File: src/rtl/ft601_tx_ctrl.sv
// FT601 245-synchronous FIFO write sequencer: pulls ADC samples from the async FIFO
// into a 2-entry skid buffer and drives WR_N/FT_DATA bursts under TXE_N back-pressure.
module ft601_tx_ctrl #(
    parameter int DATA_WIDTH = 16,
    parameter int BUS_WIDTH  = 32,
    parameter int MAX_BURST  = 256,
    parameter int IDLE_GAP   = 1
) (
    input  logic                   FT_CLK,
    input  logic                   rst,
    input  logic                   enable,
    input  logic                   fifo_empty,
    output logic                   fifo_r_en,
    input  logic [DATA_WIDTH-1:0]  fifo_data,
    input  logic                   TXE_N,
    output logic                   WR_N,
    output logic [BUS_WIDTH-1:0]   ft_data_out,
    output logic                   ft_data_oe,
    output logic [BUS_WIDTH/8-1:0] BE,
    output logic                   RD_N,
    output logic                   OE_N,
    output logic                   SIWU_N,
    output logic                   busy,
    output logic [31:0]            word_count,
    output logic [1:0]             state_dbg_o
);

    // Handshake: a word moves to the FT601 at every FT_CLK edge where WR_N==0 and TXE_N==0;
    // a FIFO read requested with fifo_r_en at edge t delivers fifo_data for capture at edge t+1.

    typedef enum logic [1:0] {
        S_IDLE  = 2'd0,
        S_BURST = 2'd1,
        S_GAP   = 2'd2
    } state_t;

    state_t                 state_q, state_d;
    logic                   wr_n_q, wr_n_d;
    logic [BUS_WIDTH-1:0]   data_out_q, data_out_d;
    logic                   oe_q;
    logic [31:0]            word_count_q, word_count_d;
    logic [15:0]            burst_cnt_q, burst_cnt_d;
    logic [3:0]             gap_cnt_q, gap_cnt_d;
    logic [DATA_WIDTH-1:0]  buf0_q, buf0_d;
    logic [DATA_WIDTH-1:0]  buf1_q, buf1_d;
    logic [1:0]             count_q, count_d;
    logic                   inflight_q, inflight_d;

    logic                   accept;
    logic                   have_data;
    logic                   avail_after_pop;
    logic                   start_ok;
    logic                   burst_more;
    logic                   gap_done;
    logic [2:0]             occ_after;

    assign accept          = ~wr_n_q & ~TXE_N;
    assign have_data       = (count_q != 2'd0) | inflight_q;
    assign avail_after_pop = (count_q == 2'd2) | inflight_q;
    assign start_ok        = enable & ~TXE_N & have_data;
    assign burst_more      = ({1'b0, burst_cnt_q} + 17'd1) < 17'(MAX_BURST);
    assign gap_done        = (gap_cnt_q == 4'(IDLE_GAP - 1));

    // Occupancy after this edge's pop; counting the pop keeps one read per cycle flowing
    // while the buffer can never be asked to hold a third word.
    assign occ_after = {1'b0, count_q} + {2'b00, inflight_q} - {2'b00, accept};
    assign fifo_r_en = ~rst & enable & ~fifo_empty & (occ_after < 3'd2);

    always_ff @(posedge FT_CLK or posedge rst) begin
        if (rst) begin
            state_q <= S_IDLE;
        end else begin
            state_q <= state_d;
        end
    end

    always_comb begin
        state_d = state_q;
        case (state_q)
            S_IDLE: begin
                if (start_ok) begin
                    state_d = S_BURST;
                end
            end
            S_BURST: begin
                if (TXE_N | ~enable | ~avail_after_pop | ~burst_more) begin
                    state_d = S_GAP;
                end
            end
            S_GAP: begin
                // The last gap cycle doubles as the IDLE decision cycle so the gap is exact.
                if (gap_done) begin
                    state_d = start_ok ? S_BURST : S_IDLE;
                end
            end
            default: state_d = S_IDLE;
        endcase
    end

    always_comb begin
        wr_n_d = (state_d != S_BURST);
        busy   = (state_q != S_IDLE) | (count_q != 2'd0);
    end

    always_comb begin
        burst_cnt_d  = (state_q == S_BURST) ? burst_cnt_q + {15'd0, accept} : 16'd0;
        gap_cnt_d    = (state_q == S_GAP && state_d == S_GAP) ? gap_cnt_q + 4'd1 : 4'd0;
        word_count_d = word_count_q + {31'd0, accept};
    end

    always_comb begin
        buf0_d     = buf0_q;
        buf1_d     = buf1_q;
        count_d    = count_q;
        inflight_d = fifo_r_en;
        case ({accept, inflight_q})
            2'b01: begin
                if (count_q == 2'd0) begin
                    buf0_d  = fifo_data;
                    count_d = 2'd1;
                end else begin
                    buf1_d  = fifo_data;
                    count_d = 2'd2;
                end
            end
            2'b10: begin
                buf0_d  = buf1_q;
                count_d = count_q - 2'd1;
            end
            2'b11: begin
                // Pop and capture together: the arriving word lands behind whatever remains.
                if (count_q == 2'd2) begin
                    buf0_d = buf1_q;
                    buf1_d = fifo_data;
                end else begin
                    buf0_d = fifo_data;
                end
            end
            default: ;
        endcase
        data_out_d                   = '0;
        data_out_d[DATA_WIDTH-1:0]   = buf0_d;
    end

    always_ff @(posedge FT_CLK or posedge rst) begin
        if (rst) begin
            wr_n_q       <= 1'b1;
            data_out_q   <= '0;
            oe_q         <= 1'b0;
            word_count_q <= 32'd0;
            burst_cnt_q  <= 16'd0;
            gap_cnt_q    <= 4'd0;
            buf0_q       <= '0;
            buf1_q       <= '0;
            count_q      <= 2'd0;
            inflight_q   <= 1'b0;
        end else begin
            wr_n_q       <= wr_n_d;
            data_out_q   <= data_out_d;
            oe_q         <= 1'b1;
            word_count_q <= word_count_d;
            burst_cnt_q  <= burst_cnt_d;
            gap_cnt_q    <= gap_cnt_d;
            buf0_q       <= buf0_d;
            buf1_q       <= buf1_d;
            count_q      <= count_d;
            inflight_q   <= inflight_d;
        end
    end

    assign WR_N        = wr_n_q;
    assign ft_data_out = data_out_q;
    assign ft_data_oe  = oe_q;
    assign BE          = '1;
    assign RD_N        = 1'b1;
    assign OE_N        = 1'b1;
    assign SIWU_N      = 1'b1;
    assign word_count  = word_count_q;
    assign state_dbg_o = state_q;

endmodule

File: config.mk
export PLATFORM = sky130hd
export DESIGN_NAME = ft601_tx_ctrl
export DESIGN_NICKNAME = d
export VERILOG_FILES = /design/src/rtl/ft601_tx_ctrl.sv
export SDC_FILE = /design/constraint.sdc
export NUM_CORES = 1
export LEC_CHECK = 0
export ABC_AREA = 1
export BUFFER_PORTS_ARGS = -buffer_cell sky130_fd_sc_hd__buf_2
export CORE_AREA = 2 2 141 143
export CTS_CLUSTER_DIAMETER = 60
export DETAILED_ROUTE_END_ITERATION = 8
export DIE_AREA = 0 0 143 145
export PLACE_DENSITY = 0.41
export SETUP_SLACK_MARGIN = 0.3
export SYNTH_ARGS = -nofsm -noshare
export SYNTH_HDL_FRONTEND = slang
export SYNTH_SLANG_ARGS = --single-unit
File: constraint.sdc
create_clock -name FT_CLK -period 2.9 [get_ports FT_CLK]
set_clock_uncertainty 0.2 [all_clocks]
set_input_delay 0.145 -clock FT_CLK [delete_from_list [all_inputs] [get_ports FT_CLK]]
set_output_delay 0.145 -clock FT_CLK [all_outputs]
set_load 0.02 [all_outputs]
==> After elaboration in Yosys (flattened, before gate mapping) <==
Cells that the tools add are included.
{ "totals": {"out_inout_bits": 77, "in_bits": 21, "regBits": 91, "elab_cells": 75} }
{ "classes": {"bitwise_logic": 19, "reduce_logical": 11, "order_cmp": 2, "muxes": 15, "n_addsub": 7, "n_eq_ne": 11} }
{ "ops": {"columns": ["cell", "count"], "rows": [
  ["16-bit 2-to-1 mux", 5],
  ["16-bit one-hot mux with 3 select lines", 1],
  ["32-bit by 1-bit adder with 32-bit output", 1],
  ["16-bit one-hot mux with 2 select lines", 1],
  ["16-bit by 1-bit adder with 17-bit output (second input constant)", 1],
  ["17-bit by 9-bit less-than comparator with 1-bit output (second input constant)", 1],
  ["16-bit by 1-bit adder with 16-bit output", 1],
  ["2-bit equality test (second input constant)", 5],
  ["2-bit 2-to-1 mux", 4],
  ["2-bit nonzero test", 4],
  ["1-bit inverter", 7],
  ["1-bit bitwise AND", 6],
  ["2-bit inequality test (second input constant)", 3],
  ["1-bit OR", 6],
  ["2-bit one-hot mux with 3 select lines", 1],
  ["4-bit by 1-bit adder with 4-bit output (second input constant)", 1],
  ["2-bit by 1-bit equality test with 1-bit output (second input constant)", 2],
  ["2-bit logical NOT", 2],
  ["4-bit logical NOT", 1],
  ["4-bit 2-to-1 mux", 1],
  ["2-bit one-hot mux with 2 select lines", 1],
  ["2-bit by 1-bit adder with 3-bit output", 1],
  ["3-bit by 2-bit less-than comparator with 1-bit output (second input constant)", 1],
  ["3-bit AND reduction", 1],
  ["other kinds (7)", 7]
]} }

==> Longest topological paths before layout <==
{ "depth": {"word_depth": 10, "ltp_mapped": 12, "mapped_depth_nobuf": 12} }

==> Worst setup path before layout <==
Ideal clock, no wire load.
{ "synth_timing": {"path_kind": "register -> register", "startpoint": "register wr_n_q (netlist: WR_N)", "endpoint": "register inflight_q", "arrival_time_ns": 2.392, "period_less_slack_ns": 2.796, "required_ns": 2.495, "setup_ns": 0.205, "n_path_buf": 0, "stages_incl_launch_ff": 8, "slack_ns": 0.104, "path_cell_list": "dfstp_2 -> nor2_1 -> inv_1 -> ha_1 -> nand2_1 -> fa_1 -> nand2_1 -> nor4_1"} }
{ "synth_via": {"elab_chain_cells": 5} }
{ "synth_lines": {"columns": ["element", "line", "source"], "rows": [
  ["start, declared", "38", "logic wr_n_q, wr_n_d;"],
  ["start signal, assigned", "158", "wr_n_q <= wr_n_d;"],
  ["1-bit inverter", "57", "assign accept = ~wr_n_q & ~TXE_N;"],
  ["1-bit bitwise AND", "57", null],
  ["3-bit by 1-bit subtractor with 3-bit output", "66", "assign occ_after = {1'b0, count_q} + {2'b00, inflight_q} - {2'b00, accept};"],
  ["3-bit by 2-bit less-than comparator with 1-bit output", "67", "assign fifo_r_en = ~rst & enable & ~fifo_empty & (occ_after < 3'd2);"],
  ["1-bit bitwise AND", "67", null],
  ["via fifo_r_en", "13", "output logic fifo_r_en,"],
  ["end signal, assigned", "167", "inflight_q <= inflight_d;"],
  ["end, declared", "47", "logic inflight_q, inflight_d;"]
]} }
The timed path passes the listed nets, and every way through them passes these cells.
A chain may end at the register's enable or synchronous reset.

==> Worst setup path after layout <==
{ "layout_timing": {"startpoint": "register wr_n_q (netlist: WR_N)", "endpoint": "output port fifo_r_en"} }
{ "layout_via": {"elab_chain_cells": 5} }
{ "layout_lines": {"columns": ["element", "line"], "rows": [
  ["1-bit inverter", "57"],
  ["1-bit bitwise AND", "57"],
  ["3-bit by 1-bit subtractor with 3-bit output", "66"],
  ["3-bit by 2-bit less-than comparator with 1-bit output", "67"],
  ["1-bit bitwise AND", "67"],
  ["end, declared", "13"]
]} }
No other way between the ends.

==> insert_results.sql <==
INSERT INTO impl_metrics (metric_group, metric, value, unit) VALUES
('min_path', 'hold_path.startpoint', 'TXE_N', ''),
('grt', 'global_route.usage.met3', '2.15', '%'),
('drt', 'mean_number_of_vias_per_cell', '4.12', ''),
('power_and_ir_drop', 'vdd_drop_max', '0.325', 'mV'),
('place', 'place.detailed.hpwl', '8020', 'µm'),
('synthesis', 'syn_area', '0.00470', 'mm²'),
('cts', 'cts_tree', 'built', ''),
('drt', '1st_pass_router_iterations', '4', ''),
('synthesis', 'synthArstFlopShare', '100', '%'),
('power_and_ir_drop', 'powerDensity', '707', 'mW/mm²'),
('setup_path', 'crit_arrival', '2.22', 'ns'),
('sta', 'totalNegativeSetupSlack', '0', 'ns'),
('place', 'final_weighted_congestion_in_routability_driven_placement', '0.788', ''),
('drt', 'route.antenna.remaining_nets', '0', ''),
('cells_and_area', 'number_of_antenna_cells_inserted', '0', ''),
('sta', 'max_freq', '390', 'MHz'),
('sta', 'post-route-period-util', '88.5', '%'),
('synthesis', 'syn-instance-count', '531', ''),
('grt', 'top_usage_layer', 'met2', ''),
('floorplan', 'core.rowCount', '51', ''),
('run', 'maxCapViolCount', '0', ''),
('cts', 'numCtsBuffers', '9', ''),
('synthesis', 'synth-edff-count', '0', ''),
('grt', 'groute.usage.overall', '11.3', '%'),
('cts', 'clock_latency_of_the_later_clocked_register_in_the_worst_skew_pair', '0.35', 'ns'),
('place', 'placement_stage_cell_area', '0.00537', 'mm²'),
('cts', 'clkSinkCount', '91', ''),
('cells_and_area', 'layout.nets', '677', ''),
('grt', 'grt_pass1_vias', '3759', ''),
('min_path', 'min_delay_path_depth', '6', ''),
('grt', 'number_of_antenna_violations_at_the_first_check_in_global_routing', '0', ''),
('setup_path', 'criticalPathCategory', 'flip-flop to output port', ''),
('drt', 'initialDrtViolationCount', '182', ''),
('cells_and_area', 'layout.filler_cells', '2055', ''),
('synthesis', 'sequential_area_share_after_synthesis', '48.5', '%'),
('synthesis', 'ys_seq_elements', '91', ''),
('grt', 'grt_first_pass_wirelength', '18500', 'µm'),
('sta', 'rsz_0062_raised_after_global_routing', 'yes', ''),
('synthesis', 'yosysMostFrequentCell', 'nand2_1', ''),
('synthesis', 'synth_top_area_cell', 'dfrtp_1', ''),
('cts', 'cts-root-buf', 'clkbuf_16', ''),
('grt', 'grt_overflow_total', '0', ''),
('sta', 'slew_headroom', '32.2', '%'),
('sta', 'setup-violations-final', '0', ''),
('place', 'port_buffers', '74', ''),
('cells_and_area', 'finalInstanceArea', '0.00600', 'mm²'),
('synthesis', 'ys_warn_count', '0', ''),
('grt', 'grt_start_max_net_pins', '45', ''),
('cts', 'cts-root-to-sink-buffers', '2', ''),
('floorplan', 'dieArea', '0.0207', 'mm²'),
('status', 'outcome', 'completed', ''),
('sta', 'final.min_clock_period', '2.57', 'ns'),
('drt', 'wire_per_inst', '12.4', 'µm'),
('floorplan', 'die_height', '145', 'µm'),
('setup_path', 'cp_max_fo', '2', ''),
('cells_and_area', 'areaGrowthSynthToFinish', '27.7', '%'),
('sta', 'worstMarginPinSlew', '1.02', 'ns'),
('setup_path', 'worstRegToRegCells', '7', ''),
('synthesis', 'synth_top_flop_cell', 'dfrtp_1', ''),
('drt', 'drcViolationCount', '0', ''),
('drt', 'vias', '3757', ''),
('cts', 'path_clk_slew', '0.07', 'ns'),
('setup_path', 'endpoint_kind', 'output port', ''),
('synthesis', 'synth_common_cells', 'nand2_1 (99), dfrtp_1 (90), inv_1 (75), nor2_1 (50), o21ai_0 (27)', ''),
('sta', 'final-hold-violation-count', '0', ''),
('sta', 'final-max-slew-violation-count', '0', ''),
('setup_path', 'cp_data_required_time', '2.56', 'ns'),
('power_and_ir_drop', 'power.leakage', '2.88', 'nW'),
('synthesis', 'synth.area.top_cells', 'dfrtp_1 (48%), nand2_1 (7.9%), inv_1 (6.0%)', ''),
('cells_and_area', 'layout-drive-gt1-share', '23.0', '%'),
('floorplan', 'core_area', '0.0192', 'mm²');
[cells in the final DEF, fill, tap and decap left out, types with 2 or more instances in the layout]
master	synthesis	final
nor2_2	2	2
inv_2	1	3
conb_1	2	24
nand3_1	20	19
ha_4	0	2
buf_4	23	13
dlygate4sd3_1	0	20
nor2_4	4	5
bufinv_16	0	2
nor3_1	10	10
mux2_2	16	16
nor4_1	3	2
o21ai_1	3	3
a21oi_1	11	11
xnor2_1	13	13
nand2_1	99	97
o22ai_1	16	16
nor2_1	50	49
dfrtp_1	90	90
nor3_4	2	2
nand3_2	2	3
o21ai_0	27	27
inv_1	75	72
ha_1	12	9
nand2_2	5	7
nand4_1	7	7
xor2_1	24	24
clkinvlp_4	0	2
buf_2	3	73
clkbuf_16	0	9
[repair_timing]
action,4_1_cts,5_1_grt
pin swaps,6,3
setup endpoints to repair,1,3
hold buffers,20,0
buffers inserted,4,2
resized for setup,9,5
hold endpoints to repair,59,0
[how the worst max path moves through the flow]
stage          start         end  slack (ns)  depth (start not counted)
6_report        WR_N   fifo_r_en        0.33                          7
5_1_grt         WR_N   fifo_r_en        0.24                          8
4_1_cts         WR_N   fifo_r_en        0.27                          7
3_5_place_dp    WR_N   fifo_r_en        0.31                          8
3_3_place_gp    WR_N   fifo_r_en        0.37                          8
2_1_floorplan   WR_N  inflight_q        0.37                          7
[critical path, stage by stage, from the launching register on]
cell	delay (ns)
dfstp_2	0.56
nor2_4	0.04
buf_6	0.11
ha_4	0.16
fa_1	0.52
nand2_2	0.06
nor4_4	0.23
buf_4	0.19
[state kept, by name (all words and copies together), names as in the netlist, 2 cells and up]
signal	cells
burst_cnt_q	16
state_dbg_o	2
word_count	32
gap_cnt_q	4
count_q	2
ft_data_out	16
buf1_q	16
[per-layer routing]
layer,vias to the layer above,routed length (µm)
met5,-,0
li1,1867,-
met3,12,466
met2,87,5100
met4,0,189
met1,1791,5540
[area by class of cell]
cell class	instances	area [µm²]	area share [%]
inverter	77	293	4.88
timing repair buffer	108	694	11.6
multi-input combinational	356	2080	34.7
clock inverter	5	85.1	1.42
clock buffer	10	239	3.98
sequential	91	2280	38.0
tap	265	332	5.52
[power breakdown]
group	internal, W	switching, W
combinational	0.000471	0.000721
sequential	0.00157	0.000182
clock	0.000779	0.000528
[per-stage QoR]
step | cells | total power [W] | worst slack, ns | hold WS (ns) | utilization [%]
after floorplan | 553 | 0.00254 | 0.368 | 0.0647 | -
after global placement | 871 | 0.00289 | 0.367 | 0.115 | 28.0
after detailed placement | 871 | 0.00290 | 0.312 | 0.121 | 28.0
after CTS | 910 | 0.00429 | 0.275 | 0.0325 | 31.1
after global routing | 912 | 0.00452 | 0.237 | 0.0891 | 31.3
final | 912 | 0.00425 | 0.333 | 0.0356 | 31.3
[cells by family after synthesis]
group           after synthesis  share of synthesized area, %
fa+ha+maj                    13                          3.62
simple gates                206                          19.7
buf+inv                     106                          10.4
mux                          16                          3.83
flops                        91                          48.5
other cells                   2                         0.160
xor+xnor                     37                          6.89
compound gates               60                          6.95
No activity file was read; power rests on OpenSTA's default activity.
